File: src/rtl/seg_scan_mux.sv
// Time-multiplexed BCD digit scanner with double-buffered frames and leading-zero blanking.
// All outputs are registered copies of values decoded from the next-state of the scan counters.
module seg_scan_mux #(
    parameter int DIGITS       = 4,
    parameter int REFRESH_DIV  = 50000,
    parameter int BLANK_CYCLES = 2
) (
    input  logic                  clk,
    input  logic                  rst_n,
    input  logic                  load,
    input  logic [4*DIGITS-1:0]   digits_in,
    input  logic [DIGITS-1:0]     dp_in,
    input  logic                  blank_lz,
    output logic [3:0]            bcd_out,
    output logic [DIGITS-1:0]     an_n,
    output logic                  dp_n,
    output logic                  commit
);

    localparam int CW = (REFRESH_DIV > 2) ? $clog2(REFRESH_DIV) : 1;
    localparam int IW = $clog2(DIGITS);
    localparam logic [CW-1:0] CNT_MAX   = CW'(REFRESH_DIV - 1);
    localparam logic [CW-1:0] CNT_BLANK = CW'(BLANK_CYCLES);
    localparam logic [IW-1:0] IDX_MAX   = IW'(DIGITS - 1);

    logic [CW-1:0]            cnt, cnt_nx;
    logic [IW-1:0]            idx, idx_nx;
    logic [DIGITS-1:0][3:0]   disp, disp_nx;
    logic [DIGITS-1:0]        disp_dp, disp_dp_nx;
    logic [DIGITS-1:0][3:0]   shd, shd_nx;
    logic [DIGITS-1:0]        shd_dp, shd_dp_nx;
    logic                     pending, pending_nx;
    logic [DIGITS-1:0][3:0]   din;
    logic                     tick, boundary;
    logic                     commit_nx;
    logic [DIGITS-1:0]        lz_run;
    logic                     an_on;
    logic [3:0]               bcd_nx;
    logic [DIGITS-1:0]        an_nx;
    logic                     dp_nx;

    assign din = digits_in;

    always_comb begin
        tick     = (cnt == CNT_MAX);
        boundary = tick && (idx == IDX_MAX);
        cnt_nx   = tick ? '0 : cnt + 1'b1;
        idx_nx   = idx;
        if (tick) begin
            idx_nx = (idx == IDX_MAX) ? '0 : idx + 1'b1;
        end

        disp_nx    = disp;
        disp_dp_nx = disp_dp;
        shd_nx     = shd;
        shd_dp_nx  = shd_dp;
        pending_nx = pending;
        commit_nx  = 1'b0;

        // A load landing on the boundary bypasses the shadow so it is never one frame late.
        if (load && boundary) begin
            disp_nx    = din;
            disp_dp_nx = dp_in;
            pending_nx = 1'b0;
            commit_nx  = 1'b1;
        end else if (load) begin
            shd_nx     = din;
            shd_dp_nx  = dp_in;
            pending_nx = 1'b1;
        end else if (boundary && pending) begin
            disp_nx    = shd;
            disp_dp_nx = shd_dp;
            pending_nx = 1'b0;
            commit_nx  = 1'b1;
        end
    end

    // lz_run[i] is set when digit i and every more-significant digit are zero.
    always_comb begin
        lz_run = '0;
        lz_run[DIGITS-1] = (disp_nx[DIGITS-1] == 4'h0);
        for (int unsigned j = 0; j < DIGITS - 1; j++) begin
            lz_run[DIGITS-2-j] = lz_run[DIGITS-1-j] && (disp_nx[DIGITS-2-j] == 4'h0);
        end
    end

    always_comb begin
        an_on  = (cnt_nx >= CNT_BLANK);
        bcd_nx = disp_nx[idx_nx];
        if (blank_lz && (idx_nx != '0) && lz_run[idx_nx]) begin
            bcd_nx = 4'hF;
        end
        an_nx = '1;
        for (int unsigned i = 0; i < DIGITS; i++) begin
            if (an_on && (idx_nx == IW'(i))) begin
                an_nx[i] = 1'b0;
            end
        end
        dp_nx = an_on ? ~disp_dp_nx[idx_nx] : 1'b1;
    end

    always_ff @(posedge clk or negedge rst_n) begin
        if (!rst_n) begin
            cnt     <= '0;
            idx     <= '0;
            disp    <= '1;
            disp_dp <= '0;
            shd     <= '0;
            shd_dp  <= '0;
            pending <= 1'b0;
            bcd_out <= 4'hF;
            an_n    <= '1;
            dp_n    <= 1'b1;
            commit  <= 1'b0;
        end else begin
            cnt     <= cnt_nx;
            idx     <= idx_nx;
            disp    <= disp_nx;
            disp_dp <= disp_dp_nx;
            shd     <= shd_nx;
            shd_dp  <= shd_dp_nx;
            pending <= pending_nx;
            bcd_out <= bcd_nx;
            an_n    <= an_nx;
            dp_n    <= dp_nx;
            commit  <= commit_nx;
        end
    end

endmodule

File: config.mk
export PLATFORM = sky130hd
export DESIGN_NAME = seg_scan_mux
export DESIGN_NICKNAME = d
export VERILOG_FILES = /design/src/rtl/seg_scan_mux.sv
export SDC_FILE = /design/constraint.sdc
export NUM_CORES = 1
export LEC_CHECK = 0
export BUFFER_PORTS_ARGS = -buffer_cell sky130_fd_sc_hd__buf_2
export CAP_MARGIN = 5
export CORE_ASPECT_RATIO = 0.8
export CORE_UTILIZATION = 46
export CTS_CLUSTER_SIZE = 40
export DETAILED_ROUTE_END_ITERATION = 8
export GPL_TIMING_DRIVEN = 0
export SKIP_LAST_GASP = 1
export SLEW_MARGIN = 5
export SYNTH_ARGS = -nofsm -noshare
export SYNTH_HDL_FRONTEND = slang
export SYNTH_SLANG_ARGS = --single-unit
export TNS_END_PERCENT = 20
File: constraint.sdc
create_clock -name clk -period 4.3 [get_ports clk]
set_input_delay 0.43 -clock clk [delete_from_list [all_inputs] [get_ports clk]]
set_output_delay 0.43 -clock clk [all_outputs]
set_load 0.05 [all_outputs]
### Word level (Yosys, flattened, before mapping)

Index checks and enable logic that the tools add are counted.

* latch bits: 0
* logic and storage cells: 75
* memories kept: 0
* flip-flop bits (word level): 69
* memory bits (read-only): 0
* output and inout port bits: 10
* bits of input ports: 24
* RAM bits: 0

* $add $sub $neg: 2
* equality and inequality tests: 5
* bitwise gates (word level): 2
* div/mod/pow operators: 0
* shifts and indexed selects: 0
* magnitude comparators: 2
* reductions and logical operators: 20
* $mul: 0
* multiplexer cells: 27

Operators by type and width (count)
* 16-bit two-way mux: 4
* 4-bit two-way mux: 5
* 16-bit by 1-bit adder with 16-bit output (second input constant): 1
* 16-bit equality test (second input constant): 1
* 16-bit by 2-bit >= comparator with 1-bit output (second input constant): 1
* 4-bit zero test: 4
* 1-bit two-way mux: 13
* 1-bit logical AND: 12
* 4-bit binary-select mux with 2-bit select: 1
* 2-bit equality test (second input constant): 3
* 1-bit binary-select mux with 2-bit select: 2
* 2-bit two-way mux: 2
* 2-bit by 3-bit less-than comparator with 1-bit output (second input constant): 1
* 3-bit nonzero test: 1
* 2-bit by 1-bit adder with 2-bit output (second input constant): 1
* 2-bit by 1-bit equality test with 1-bit output (second input constant): 1
* 2-bit zero test: 1
* 1-bit inverter: 2
* 2-bit AND reduction: 1
* 2-bit nonzero test: 1

### Logic depth before layout (Yosys ltp)

Gate-level depths: netlist of the first run.

* depth in word-level cells: 14
* gate-level depth with buffers: 10
* depth with buffers taken out: 10

### Worst setup path before layout of the first run

OpenSTA, ideal clock, no wires.

* path kind: flip-flop to flip-flop
* start: register cnt[0]
* end: register bcd_out[3]
* arrival time: 2.185 ns
* path slack: 2.034 ns
* cell stages (with the launch flop): 11
* required time: 4.219 ns
* cell sequence: dfrtp_1 ha_1 and4_4 and4_1 buf_6 buf_6 a32oi_1 nand3_1 o41ai_2 nand4_2 o211ai_1

RTL lines
* from (decl): line 26 `logic [CW-1:0] cnt, cnt_nx;`
* from (signal assigned): line 116 `cnt <= cnt_nx;`
* to (signal assigned): line 123 `bcd_out <= bcd_nx;`
* to (decl): line 14 `output logic [3:0] bcd_out,`

### Worst setup path after layout of the first run

* start: register cnt[11]
* end: register shd[4] (netlist bit)

* word-level cells in the longest chain between the ends: 5

RTL lines
* 16-bit equality test: line 45 `tick = (cnt == CNT_MAX);`
* 1-bit logical AND: line 46 `boundary = tick && (idx == IDX_MAX);`
* 1-bit logical AND: line 61 `if (load && boundary) begin`
* 1-bit inverter (no line)
* 2-bit AND reduction (no line)
* to (signal assigned): line 120 `shd <= shd_nx;`
* to (decl): line 30 `logic [DIGITS-1:0][3:0] shd, shd_nx;`

No other way between the ends.
A chain may end at the register's enable or synchronous reset.

==> results of run 1 <==
## report_power, final
part	switching, uW	leakage (uW)	internal (uW)
registers	10.8	0.000812	673
logic	41.7	0.000875	32.3
clock network	250	0.000116	357
## critical path: cells and delay by family, from the launching register on
family                 cells  cell delay [ns]
buffers and inverters      2             0.59
AND/OR/NAND/NOR            3             1.01
flip-flops                 1             0.48
multiplexers               1             0.37
## kinds of logic after synthesis
group | synth area share (%)
fa+ha+maj | 0.704
xor+xnor | 3.70
flops | 49.5
compound gates | 13.0
buf+inv | 5.92
simple gates | 21.4
mux | 5.78
## sequential cells by signal (all words and copies together) (netlist names)
signal   flops
an_n         4
bcd_out      4
idx          2
cnt         16
shd_dp       4
commit       1
disp_dp      4
shd         16
disp        16
dp_n         1
pending      1
## how the worst max path moves through the flow
stage | to | cells after the start
global route | bcd_out[0]$_DFF_PN1_ | 7
CTS | dp_n$_DFF_PN1_ | 6
detailed placement | dp_n$_DFF_PN1_ | 6
floorplan | bcd_out[3]$_DFF_PN1_ | 10
finish | shd[4]$_DFFE_PN0P_ | 6
global placement | dp_n$_DFF_PN1_ | 6
## cell type report
type / count / area share, %
clock inverters: 4 / 1.71
well taps: 105 / 3.21
multi-input cells: 239 / 38.7
inverters: 17 / 1.56
flip-flops and latches: 69 / 43.0
repair buffers: 33 / 4.46
plain buffers: 23 / 3.58
clock buffers: 12 / 3.79
## metrics by stage
| stage | area [um2] | util (%) | instances |
|---|---|---|---|
| 2_1_floorplan | 3550 | - | 348 |
| 3_3_place_gp | 3840 | 51.8 | 485 |
| 3_5_place_dp | 3870 | 52.1 | 486 |
| 4_1_cts | 4090 | 55.1 | 502 |
| 5_1_grt | 4090 | 55.1 | 502 |
| 6_report | 4090 | 55.1 | 502 |
## Yosys cell counts, drive strengths merged (5+ instances only)
cell type  number  area (um2)
dfstp          25         657
nand3          27         160
mux2           17         191
nand4           8        68.8
o21ai          11        55.1
clkbuf          6        22.5
buf            17         124
o22ai           9        56.3
a32oi           8        70.1
a21oi           7        35.0
and3            8        50.1
xor2            5        43.8
inv            17        63.8
xnor2          10        87.6
nor2           47         176
nor3           11        55.1
dfrtp          44        1100
a31oi          12        75.1
nand2          23        88.8
## layer usage
layer	vias up	global-route usage [%]	wire length [um]
li1	1343	-	-
met1	1382	34.6	4430
met2	60	32.3	3570
met3	9	5.40	379
met4	0	6.38	78
met5	-	0	0
==> metrics, run 1 <==
max-slew violations 0; outcome complete, no violations; DRC violation total after the first TritonRoute iteration about 150; leakage 0.00180 uW; CP max-delay cell nor4bb_4; EDFF count, synth 0; io pins 34; DR vias ~2800; leading cell type in the layout, fill and taps excluded nor2_1; Tcrit/Tclk final 60.3%; Mapped Area between 0.003 and 0.004 mm2; clock-pin slew on the worst setup and hold paths roughly 0.08 ns; multi-input combinational cell area around 0.0016 mm2; level count of the clock H-tree 3; Worst-Margin Slew ~0.76 ns; Peak VDD IR 0.223 mV; clk root buf clkbuf_8; Reg area 0.00176 mm2; required time of the worst setup path roughly 4.5 ns; Fmax around 0.39 GHz; Routed WL between 8 and 9 mm; Reg2Reg Depth 6; number of diodes 0; GRT overflow 0; wire length per cell roughly 17 um; die area just over 0.008 mm2; TritonCTS clock tree built; Syn-to-layout area delta 15.2%; critical path arrival approximately 2.8 ns; WHS around 0.015 ns; Syn Inst Count approximately 350; maxcap violations 0; Pwr Total ~1400 uW; antenna violations before repair 0; Die X 100 um; final setup vio count 0; Yosys cell types 50; vias per inst about 5.6; Min-Delay Path Class in2async; CP Launch Point cnt[11]$_DFF_PN0_; share of layout cells above drive strength 1 about 31%; Die H between 80 and 90 um; Synthesized Nets ~370; FP Rows 28; vias in the first global route approximately 2600; final hold violations 0; critical path startpoint category flop; GPL Wtd Cong between 0.8 and 0.9; DP Worst Slack about 1.7 ns; R2R setup slack between 1.5 and 2 ns; Worst Setup End Kind flop; GRT Total Usage 22.9%; nets around 420; Worst R2R Start cnt[11]$_DFF_PN0_; ys flop type dfrtp_1; Post-DP HPWL ~6 mm; antenna-violating nets left 0; core region area between 0.007 and 0.008 mm2; most frequent cells in the layout nor2_1, dfrtp_1, buf_2, dfstp_2; Max clock buf depth 2; post-route worst setup slack roughly 1.7 ns; sequential share of the synthesized area between 40% and 50%; post-route setup TNS 0 ns; Critical R2R Capture shd[4]$_DFFE_PN0P_; worst clock skew about 0.011 ns; CTS resizes 0; Initial Util 47.8%; pin count of the biggest net entering global routing 38; Relative slew margins between 40% and 50%; CTS buffer count 9; clock sink count 69; first-pass GRT wire length 13.8 mm; crit-path max cell delay ~0.52 ns; YS warnings 0; PortBufs 32; Setup CP Type reg2reg; critical-path cell list nor4bb_4, nand4_2, buf_6, nand2_1, buf_2, mux2_2; filler instances approximately 690; worst-path fanout max 10; # hold bufs at CTS 0; worst skew pair latency approximately 0.35 ns; minimum clock period ~2.6 ns; Synth Register Bits slightly below 70; Detailed Routing Iterations Pass 1 4; post-CTS setup buffer count 0; ys async rst share 100%; DRC violations left 0; RSZ-0062 raised after global routing no; syn_area_per_cell between 10 and 15 um2; pwr/cell area between 300 and 400 mW/mm2
Note: power is estimated with default switching activity, not from simulation.
==> run 2, diff against run 1 <==
PLACE_DENSITY = 0.67   (was default)
clock period = 2.15 ns   (was 4.3 ns; I/O delays follow)
==> metrics, run 2 (synthesis results as in run 1) <==
outcome finished, violations left; violated checks setup timing; Max clock buf depth 2; R2R setup slack -0.29 ns; vias in the first global route about 2800; critical path arrival about 2.7 ns; worst-path fanout max 8; Initial Util roughly 48%; Reg2Reg Depth 10; critical path startpoint category flop; TritonCTS clock tree built; clk root buf clkbuf_8; pwr/cell area 554 mW/mm2; io pins 34; most frequent cells in the layout nor2_1, dfrtp_1, buf_2, buf_4, dfstp_2; Fmax 0.410 GHz; Worst R2R Start cnt[0]$_DFF_PN0_; leading cell type in the layout, fill and taps excluded nor2_1; GPL Wtd Cong between 0.8 and 0.9; Die H slightly above 80 um; Hold Path Stages 2; DRC violations left 0; Min-Delay Path Class in2reg; GRT Total Usage 23.9%; leakage between 0.002 and 0.0025 uW; Tcrit/Tclk final 113%; core region area 0.00743 mm2; Pwr Total ~2500 uW; Detailed Routing Iterations Pass 1 4; level count of the clock H-tree 3; Setup CP Type reg2reg; DRC violation total after the first TritonRoute iteration between 200 and 300; antenna violations before repair 0; final hold violations 0; biggest regs cnt x16, disp x16, shd x16; worst clock skew around 0.0067 ns; Relative slew margins about three fifths; PortBufs 32; clock-pin slew on the worst setup and hold paths ~0.080 ns; antenna-violating nets left 0; Post-DP HPWL 5.94 mm; Hold Crit Start digits_in[14]; worst skew pair latency approximately 0.35 ns; wire length per cell about 18 um; Critical R2R Capture bcd_out[3]$_DFF_PN1_; FP Rows 28; Hold Path Sink shd[14]$_DFFE_PN0P_; Syn-to-layout area delta 26.2%; final setup vio count 13; Worst-Margin Slew roughly 0.61 ns; vias per inst roughly 5.7; pin count of the biggest net entering global routing between 60 and 70; share of layout cells above drive strength 1 ~43%; maxcap violations 0; Die X roughly 100 um; clock sink count 69; dpl cell area about 0.0039 mm2; post-route worst setup slack -0.287 ns; Worst Setup End Kind flop; max-slew violations 0; required time of the worst setup path roughly 2.4 ns; fin area approximately 0.0045 mm2; Peak VDD IR 0.273 mV; post-route setup TNS -1.45 ns; filler instances between 600 and 700; CTS buffer count 9; minimum clock period about 2.4 ns; Routed WL between 9 and 10 mm; GRT overflow 0; die area about 0.0081 mm2; number of diodes 0; Finished Core Util ~60%; DR vias roughly 3000; RSZ-0062 raised after global routing yes; first-pass GRT wire length 14.5 mm; nets between 400 and 500
## run 2: cell types whose count changed in the layout (fill, tap and decap cells not counted), sizes merged
cell / change
clkinvlp: +2
dlygate4sd3: +1
clkinv: +2
clkbuf: -4
bufinv: -2
inv: +1
buf: +27
## run 2: cell type report
type                    count  area (um2)  area share (%)
clock inverters             7        51.3            1.14
well taps                 105         131            2.93
plain buffers              22         170            3.80
repair buffers             61         418            9.32
clock buffers               9         124            2.76
inverters                  17        63.8            1.42
multi-input cells         239        1760            39.3
flip-flops and latches     69        1760            39.4
## run 2: power by group
group,internal (uW),switching (uW),total [uW]
combinational,69.3,89.2,158
clock,421,533,955
sequential,1350,23.4,1370
total,1840,646,2480
## run 2: timing repair
| action | CTS | global route |
|---|---|---|
| setup endpoints to repair | 30 | 27 |
| buffers inserted | 13 | 13 |
| hold buffers | 1 | 0 |
| gates resized for setup | 11 | 42 |
| pin swaps | 12 | 16 |
| hold endpoints to repair | 44 | 0 |
| gates cloned | 1 | 0 |
## run 2: per-stage QoR
| step | hold WS (ns) | setup WS, ns | instances |
|---|---|---|---|
| floorplan | -0.0806 | -0.0225 | 348 |
| global placement | 0.464 | -0.362 | 485 |
| detailed placement | 0.0399 | -0.391 | 486 |
| CTS | 0.0925 | -0.256 | 517 |
| global route | 0.0953 | -0.369 | 529 |
| finish | 0.106 | -0.287 | 529 |
## run 2: routing by layer
layer  global-route usage [%]  wire length [um]  up-vias
li1                         -                 -     1397
met2                     36.4              4450      101
met1                     34.0              4310     1504
met3                     5.13               575       11
met5                        0                 0        -
met4                     6.96               110        0
## run 2: worst max path at each step
stage | startpoint | to | cells after the start | slack, ns
global placement | cnt[12]$_DFF_PN0_ | dp_n$_DFF_PN1_ | 6 | -0.36
floorplan | cnt[0]$_DFF_PN0_ | bcd_out[3]$_DFF_PN1_ | 10 | -0.02
finish | cnt[0]$_DFF_PN0_ | bcd_out[3]$_DFF_PN1_ | 10 | -0.29
detailed placement | cnt[10]$_DFF_PN0_ | shd[10]$_DFFE_PN0P_ | 6 | -0.39
CTS | cnt[8]$_DFF_PN0_ | bcd_out[3]$_DFF_PN1_ | 11 | -0.26
global route | cnt[0]$_DFF_PN0_ | bcd_out[3]$_DFF_PN1_ | 10 | -0.37
## run 2: critical path: stages (launching register included)
cell      delay [ns]
dfrtp_2         0.44
ha_4            0.17
and4_4          0.19
and4_4          0.20
buf_6           0.13
buf_8           0.14
a32oi_2         0.19
nand3_2         0.14
o41ai_4         0.44
nand4_4         0.17
o211ai_1        0.14
